### src/rtl/pipelined_addsub.sv
// Pipelined carry-lookahead adder/subtractor.
// The WIDTH-bit operation is cut into STAGES equal segments. Segment k is
// summed in pipeline stage k using the registered carry of segment k-1, so
// operands are skewed on the way in and partial results are delayed on the
// way out until every segment of one operation lines up at the output.
module pipelined_addsub #(
    parameter int WIDTH  = 32,
    parameter int STAGES = 4
) (
    input  logic             clock,
    input  logic             reset,
    input  logic             in_valid,
    input  logic             stall,
    input  logic [1:0]       op,
    input  logic             carry_in,
    input  logic [WIDTH-1:0] data_operandA,
    input  logic [WIDTH-1:0] data_operandB,
    output logic [WIDTH-1:0] data_result,
    output logic             carry_out,
    output logic             overflow,
    output logic             data_resultRDY
);

    localparam int SEG  = WIDTH / STAGES;
    localparam int NGRP = (SEG + 3) / 4;

    typedef enum logic [1:0] {
        OP_ADD  = 2'b00,
        OP_SUB  = 2'b01,
        OP_PASS = 2'b10,
        OP_ADC  = 2'b11
    } op_t;

    op_t               op_sel;
    logic [WIDTH-1:0]  a_eff;
    logic [WIDTH-1:0]  b_eff;
    logic              c0;
    logic [STAGES-1:0] valid_q;
    logic              ovf_q;
    wire  [STAGES-1:0] seg_carry;
    wire  [WIDTH-1:0]  result_bus;

    // Two-level lookahead over one segment: per-bit generate/propagate,
    // 4-bit group generate/propagate, then fully expanded group carries so
    // no carry ever ripples through more than one 4-bit group.
    // Returns {carry out of the segment, segment sum}.
    function automatic logic [SEG:0] cla_segment(
        input logic [SEG-1:0] a,
        input logic [SEG-1:0] b,
        input logic           cin
    );
        logic [SEG-1:0]  gen;
        logic [SEG-1:0]  prop;
        logic [SEG:0]    carry;
        logic [NGRP-1:0] grp_gen;
        logic [NGRP-1:0] grp_prop;
        logic [NGRP:0]   grp_carry;
        logic            acc;
        logic            chain;
        gen      = a & b;
        prop     = a ^ b;
        grp_gen  = '0;
        grp_prop = '0;
        for (int i = 0; i < SEG; i++) begin
            if (i % 4 == 0) begin
                grp_gen[i/4]  = gen[i];
                grp_prop[i/4] = prop[i];
            end else begin
                grp_gen[i/4]  = gen[i] | (prop[i] & grp_gen[i/4]);
                grp_prop[i/4] = prop[i] & grp_prop[i/4];
            end
        end
        grp_carry    = '0;
        grp_carry[0] = cin;
        for (int n = 1; n <= NGRP; n++) begin
            acc   = 1'b0;
            chain = 1'b1;
            for (int j = n - 1; j >= 0; j--) begin
                acc   = acc | (grp_gen[j] & chain);
                chain = chain & grp_prop[j];
            end
            grp_carry[n] = acc | (cin & chain);
        end
        carry = '0;
        for (int i = 0; i < SEG; i++) begin
            if (i % 4 == 0) begin
                carry[i] = grp_carry[i/4];
            end
            carry[i+1] = gen[i] | (prop[i] & carry[i]);
        end
        carry[SEG] = grp_carry[NGRP];
        return {carry[SEG], prop ^ carry[SEG-1:0]};
    endfunction

    assign op_sel = op_t'(op);

    // Decode the operation into the effective B operand and carry-in; bubbles
    // enter as all-zero so the datapath stays quiet when nothing is issued.
    always_comb begin
        a_eff = '0;
        b_eff = '0;
        c0    = 1'b0;
        if (in_valid) begin
            case (op_sel)
                OP_ADD: begin
                    a_eff = data_operandA;
                    b_eff = data_operandB;
                end
                OP_SUB: begin
                    a_eff = data_operandA;
                    b_eff = ~data_operandB;
                    c0    = 1'b1;
                end
                OP_PASS: begin
                    a_eff = data_operandA;
                end
                OP_ADC: begin
                    a_eff = data_operandA;
                    b_eff = data_operandB;
                    c0    = carry_in;
                end
                default: begin
                    a_eff = '0;
                end
            endcase
        end
    end

    // Valid bits shift alongside the data and freeze with the rest of the pipe.
    always_ff @(posedge clock) begin
        if (reset) begin
            valid_q <= '0;
        end else if (!stall) begin
            valid_q <= (valid_q << 1) | STAGES'(in_valid);
        end
    end

    for (genvar j = 0; j < STAGES; j++) begin : g_seg
        logic [SEG-1:0] op_a;
        logic [SEG-1:0] op_b;
        logic           seg_cin;
        logic [SEG:0]   seg_sum;
        logic           carry_q;
        logic [SEG-1:0] res_dly [STAGES-j];

        if (j == 0) begin : g_skew
            assign op_a = a_eff[SEG-1:0];
            assign op_b = b_eff[SEG-1:0];
        end else begin : g_skew
            logic [SEG-1:0] a_dly [j];
            logic [SEG-1:0] b_dly [j];

            // Hold this segment's operands back j cycles so they meet the
            // carry arriving from the segment below.
            always_ff @(posedge clock) begin
                if (reset) begin
                    for (int d = 0; d < j; d++) begin
                        a_dly[d] <= '0;
                        b_dly[d] <= '0;
                    end
                end else if (!stall) begin
                    a_dly[0] <= a_eff[j*SEG +: SEG];
                    b_dly[0] <= b_eff[j*SEG +: SEG];
                    for (int d = 1; d < j; d++) begin
                        a_dly[d] <= a_dly[d-1];
                        b_dly[d] <= b_dly[d-1];
                    end
                end
            end

            assign op_a = a_dly[j-1];
            assign op_b = b_dly[j-1];
        end

        if (j == 0) begin : g_cin
            assign seg_cin = c0;
        end else begin : g_cin
            assign seg_cin = seg_carry[j-1];
        end

        assign seg_sum = cla_segment(op_a, op_b, seg_cin);

        // Register this segment's sum and carry, then delay the sum so it
        // leaves together with the upper segments of the same operation.
        always_ff @(posedge clock) begin
            if (reset) begin
                carry_q <= 1'b0;
                for (int d = 0; d < STAGES - j; d++) begin
                    res_dly[d] <= '0;
                end
            end else if (!stall) begin
                carry_q    <= seg_sum[SEG];
                res_dly[0] <= seg_sum[SEG-1:0];
                for (int d = 1; d < STAGES - j; d++) begin
                    res_dly[d] <= res_dly[d-1];
                end
            end
        end

        assign seg_carry[j]               = carry_q;
        assign result_bus[j*SEG +: SEG]   = res_dly[STAGES-1-j];

        if (j == STAGES - 1) begin : g_ovf
            // Signed overflow: both effective operands share a sign that the
            // sum does not; B is already inverted for subtraction here.
            always_ff @(posedge clock) begin
                if (reset) begin
                    ovf_q <= 1'b0;
                end else if (!stall) begin
                    ovf_q <= (op_a[SEG-1] == op_b[SEG-1]) &&
                             (seg_sum[SEG-1] != op_a[SEG-1]);
                end
            end
        end
    end

    assign data_result    = result_bus;
    assign carry_out      = seg_carry[STAGES-1];
    assign overflow       = ovf_q;
    assign data_resultRDY = valid_q[STAGES-1];

endmodule

### config.mk
export PLATFORM = sky130hd
export DESIGN_NAME = pipelined_addsub
export DESIGN_NICKNAME = d
export VERILOG_FILES = /design/src/rtl/pipelined_addsub.sv
export SDC_FILE = /design/constraint.sdc
export NUM_CORES = 1
export LEC_CHECK = 0
export BUFFER_PORTS_ARGS = -buffer_cell sky130_fd_sc_hd__buf_4
export CAP_MARGIN = 20
export CORE_MARGIN = 1
export CORE_UTILIZATION = 41
export DETAILED_ROUTE_END_ITERATION = 16
export PLACE_DENSITY = 0.61
export SYNTH_ARGS = -nofsm -noshare
export SYNTH_HDL_FRONTEND = slang
export SYNTH_SLANG_ARGS = --single-unit
### constraint.sdc
create_clock -name clock -period 16.2 [get_ports clock]
set_clock_uncertainty 0.2 [all_clocks]
set_input_delay 0.81 -clock clock [delete_from_list [all_inputs] [get_ports clock]]
set_output_delay 0.81 -clock clock [all_outputs]
set_load 0.01 [all_outputs]
# Word level (Yosys, flattened, before mapping)
# Memory sizes are Yosys's and may differ from the RTL's.
# Index checks and enable logic that the tools add are counted.
dict set report totals {
  register_bits 9
  latchBits 0
  ram_bits 176
  mem_bits_ro 0
  input_bits 71
  output_inout_bits 35
  elab_cells 245
  mem_count 10
}
# name words word_bits rd rd_clocked_by_memory_dff write_ports line
set memory_table {}
lappend memory_table {{g_seg[0].res_dly} 4 8 4 0 4 144} ;# logic [SEG-1:0] res_dly [STAGES-j];
lappend memory_table {{g_seg[1].res_dly} 3 8 3 0 3 144}
lappend memory_table {{g_seg[3].g_skew.a_dly} 3 8 3 0 3 150} ;# logic [SEG-1:0] a_dly [j];
lappend memory_table {{g_seg[3].g_skew.b_dly} 3 8 3 0 3 151} ;# logic [SEG-1:0] b_dly [j];
lappend memory_table {{g_seg[2].g_skew.a_dly} 2 8 2 0 2 150}
lappend memory_table {{g_seg[2].g_skew.b_dly} 2 8 2 0 2 151}
lappend memory_table {{4 more memories} - - - - - -}
dict set report classes {
  addsub 0
  n_mul 0
  div 0
  order_cmp 0
  eq_ne 5
  shifts 0
  muxes 36
  n_bitwise 181
  reduce_logical 7
}
# operator count
set ops {}
lappend ops {{two-way mux 8 bit} 22}
lappend ops {{two-way mux 32 bit} 3}
lappend ops {{bitwise AND 1 bit} 88}
lappend ops {{bitwise OR 1 bit} 79}
lappend ops {{one-hot mux 32 bit (2 select lines)} 1}
lappend ops {{bitwise XOR 8 bit} 8}
lappend ops {{bitwise AND 8 bit} 4}
lappend ops {{NOT 32 bit} 1}
lappend ops {{OR reduction 8 bit} 3}
lappend ops {{two-way mux 1 bit} 9}
lappend ops {{== test 2 bit, second input constant} 2}
lappend ops {{bitwise OR 4 x 1 -> 4 bit} 1}
lappend ops {{OR reduction 4 bit} 1}
lappend ops {{== test 2 x 1 -> 1 bit, second input constant} 1}
lappend ops {{zero test 2 bit} 1}
lappend ops {{one-hot mux 1 bit (2 select lines)} 1}
lappend ops {{OR reduction 2 bit} 1}
lappend ops {{== test 1 bit} 1}
lappend ops {{logical AND 1 bit} 1}
lappend ops {{!= test 1 bit} 1}

# Depth between registers and ports, before layout
dict set report logic_depth {
  ltp_word 20
  ltp_mapped 15
  ltp_nobuf 13
}

# Worst setup path before layout
# OpenSTA, ideal clock, no wires.
dict set report synth_timing {
  kind {input port to flip-flop}
  from {input stall}
  to {memory g_seg[0].res_dly[0][0] in the netlist's numbering, enable pin}
  setup_ns 1.435
  arrival_ns 4.076
  t_required_ns 14.565
  setup_slack_ns 10.490
  path_stages 3
  path_buffers 2
  path_cell_list {buf_2 > buf_2 > nand2_1}
}
# item line
set synth_rtl {}
lappend synth_rtl {{start: declaration} 13} ;# input logic stall,
lappend synth_rtl {{end: declaration} 144}

==> impl_metrics.tcl <==
set metrics [dict create \
    cts_tree "done" \
    clock_path_buffers 2 \
    num_io_pins 106 \
    leakagePower_nw 4.41 \
    diodes 0 \
    drv_slew 0 \
    ys_seq_elements 185 \
    clk_pin_slew_ns 0.06 \
    cp.required_ns 16.17 \
    die_h_um 147 \
    max_slew.worst_pin.slew_ns 1.01 \
    multi_input_area_mm2 0.00285 \
    cts_sinks 185 \
    detail_route.wl_per_cell_um 14.9 \
    track_usage_pct 14.5 \
    critPathLaunchType "primary input" \
    area_growth_syn_to_layout_pct 18.6 \
    rows 52 \
    grt_max_degree 142 \
    crit_type "primary input to flop" \
    grt_overflow_total 0 \
    mostFrequentLayoutCell "edfxtp_1" \
    fin_crit_sh_pct 28.5 \
    layout_common_cells "176 x edfxtp_1, 125 x and2_1, 108 x buf_4, 41 x nor2_1, 35 x mux2i_1" \
    insertion_delay_ns 0.42 \
    vias 4516 \
    avgSynthCellArea_um2 14.1 \
    ys_warn_count 0 \
    dp_hpwl_mm 9.76 \
    portBuffers 105 \
    finalWirelength_mm 14.5 \
    numPlacedInstances 939 \
    holdCritStartpoint "valid_q[0]$_SDFFE_PP0N_" \
    cts_root_buffer "clkbuf_16" \
    core-area_mm2 0.0204 \
    drtIter0Drc 251 \
    num-fill-cells 1757 \
    syn_inst 609 \
    whs_ns 0.292 \
    min_path_type "flop to flop" \
    r2r-start "g_seg[3].g_skew.a_dly[0][16]$_SDFFCE_PN0P_" \
    async_flop_share_pct 0 \
    ff_latch_area_mm2 0.00547 \
    start_util_pct 42.2 \
    firstDrtPassIters 4 \
    cts_made_buffers 17 \
    final_cells 972 \
    drc 0 \
    ys_types 40 \
    die_width_um 147 \
    gp_congestion 0.833 \
    cts_setup_buffers 0 \
    synth_fp_nets 738 \
    die_area_mm2 0.0216 \
    grt_pass1_wl_mm 24.1 \
    grt_pass1_vias 4795 \
    nets 819 \
    cp_max_fo 32 \
    antenna_left 0 \
    rsz0062_at_grt "false" \
    finalSetupViolCount 0 \
    hold_viol_final 0 \
    slew_headroom_pct 32.4 \
    drive_gt1_share_pct 20.8 \
    vias_per_cell 4.65 \
    hold_buffers 0 \
    cts_max_level 4 \
    yosysSeqAreaShare_pct 63.4 \
    synth_edf_count 176 \
    synthFlopType "edfxtp_1" \
    cap_violations 0 \
    antenna_found_initial 0 \
    cp_data_arrival_time_ns 4.59 \
    setup_tns_ns 0 \
    peakVddDrop_mv 0.0717 \
    fin_crit_ns 4.62 \
    fmax_mhz 216 \
    cellPowerDensity_mw_per_mm2 110 \
    syn_area_mm2 0.00862 \
    critPathCaptureType "flop" \
    post_cts_resized 0 \
    status "completed" \
    startpoint "op[0]" \
]
-- synth_stat cells (all sizes together), types with 2 or more instances --
library cell    n  share of area, %
a21o            3              0.26
a21oi          12              0.74
a221oi          2              0.20
and2          125               9.1
and3           24               1.7
buf            21               1.7
clkbuf         27               1.2
dfxtp           9               2.1
edfxtp        176                61
fa             24               5.6
ha             34               4.9
inv            16              0.70
mux2i          35               4.1
nand2          10              0.44
nand3           5              0.29
nor2           42               1.9
nor2b           9              0.65
o21ai           6              0.39
o2bb2ai         2              0.20
o31ai           2              0.17
or2             2              0.15
xnor2           9              0.91
-- report_power, final --
group / switching (W) / internal (W) / leakage [nW] / total [W]
Clock: 0.000173 / 0.000275 / 0.312 / 0.000448
Combinational: 0.0000541 / 0.0000490 / 2.09 / 0.000103
Sequential: 0.0000113 / 0.000560 / 2.01 / 0.000571
Total: 0.000239 / 0.000883 / 4.41 / 0.00112
-- critical path, cell delays in order --
cell and delay, ns:
buf_4 0.11, ha_1 0.90, mux2i_1 0.19, nor2b_1 0.26
ha_1 0.28, or4_4 0.51, o21ai_2 0.08, a21oi_2 0.06
fa_1 0.40, fa_1 0.40, fa_1 0.39, xnor2_1 0.16
nor2_1 0.05
-- cell families after synthesis --
kind of cell             synth area share [%]
AND/OR/NAND/NOR                          15.1
flip-flops                               63.4
buffers and inverters                    3.59
adder cells (fa/ha/maj)                  10.5
multiplexers                             4.07
AO/OA/AOI/OAI                            2.44
XOR/XNOR                                0.915
-- registers in the layout, indices dropped and copies added (netlist names) --
register / count
g_seg.res_dly: 80
g_seg.g_skew.a_dly: 48
g_seg.g_skew.b_dly: 48
valid_q: 4
g_seg.carry_q: 3
carry_out: 1
overflow: 1
-- routing by layer --
metal	global-route usage [%]	part of all wire (%)	up-vias
met3	3.66	3.9	22
met1	19.1	47	2129
met4	5.46	1.7	0
met2	23.3	47	90
li1	-	-	2275
met5	0	0	-
-- path summary, 6_finish.rpt --
path | end | slack (ns) | depth (start not counted)
max | g_seg[0].res_dly[0][7]$_SDFFCE_PN0P_ | 11.58 | 13
min | valid_q[0]$_SDFFE_PP0N_ | 0.29 | 2
max reg2reg | overflow$_SDFFE_PP0N_ | 12.85 | 11
min reg2reg | valid_q[0]$_SDFFE_PP0N_ | 0.29 | 2
-- cell type report --
class	instances	area share (%)
Timing Repair Buffer	110	8.47
Tap cell	270	3.31
Sequential cell	185	53.5
Clock buffer	17	4.16
Clock inverter	14	2.12
Inverter	16	0.588
Multi-Input combinational cell	360	27.9
-- stage by stage --
| step | power (W) | instance area, um2 | utilization (%) | worst slack, ns |
|---|---|---|---|---|
| after detailed placement | 0.000684 | 9520 | 46.6 | 11.11 |
| after global routing | 0.00117 | 10200 | 50.0 | 11.27 |
| after floorplan | 0.000647 | 8620 | - | 10.49 |
| final | 0.00112 | 10200 | 50.0 | 11.58 |
| after CTS | 0.00113 | 10200 | 49.8 | 11.55 |
| after global placement | 0.000680 | 9520 | 46.6 | 11.29 |
Power figures use the tool's default switching activity.
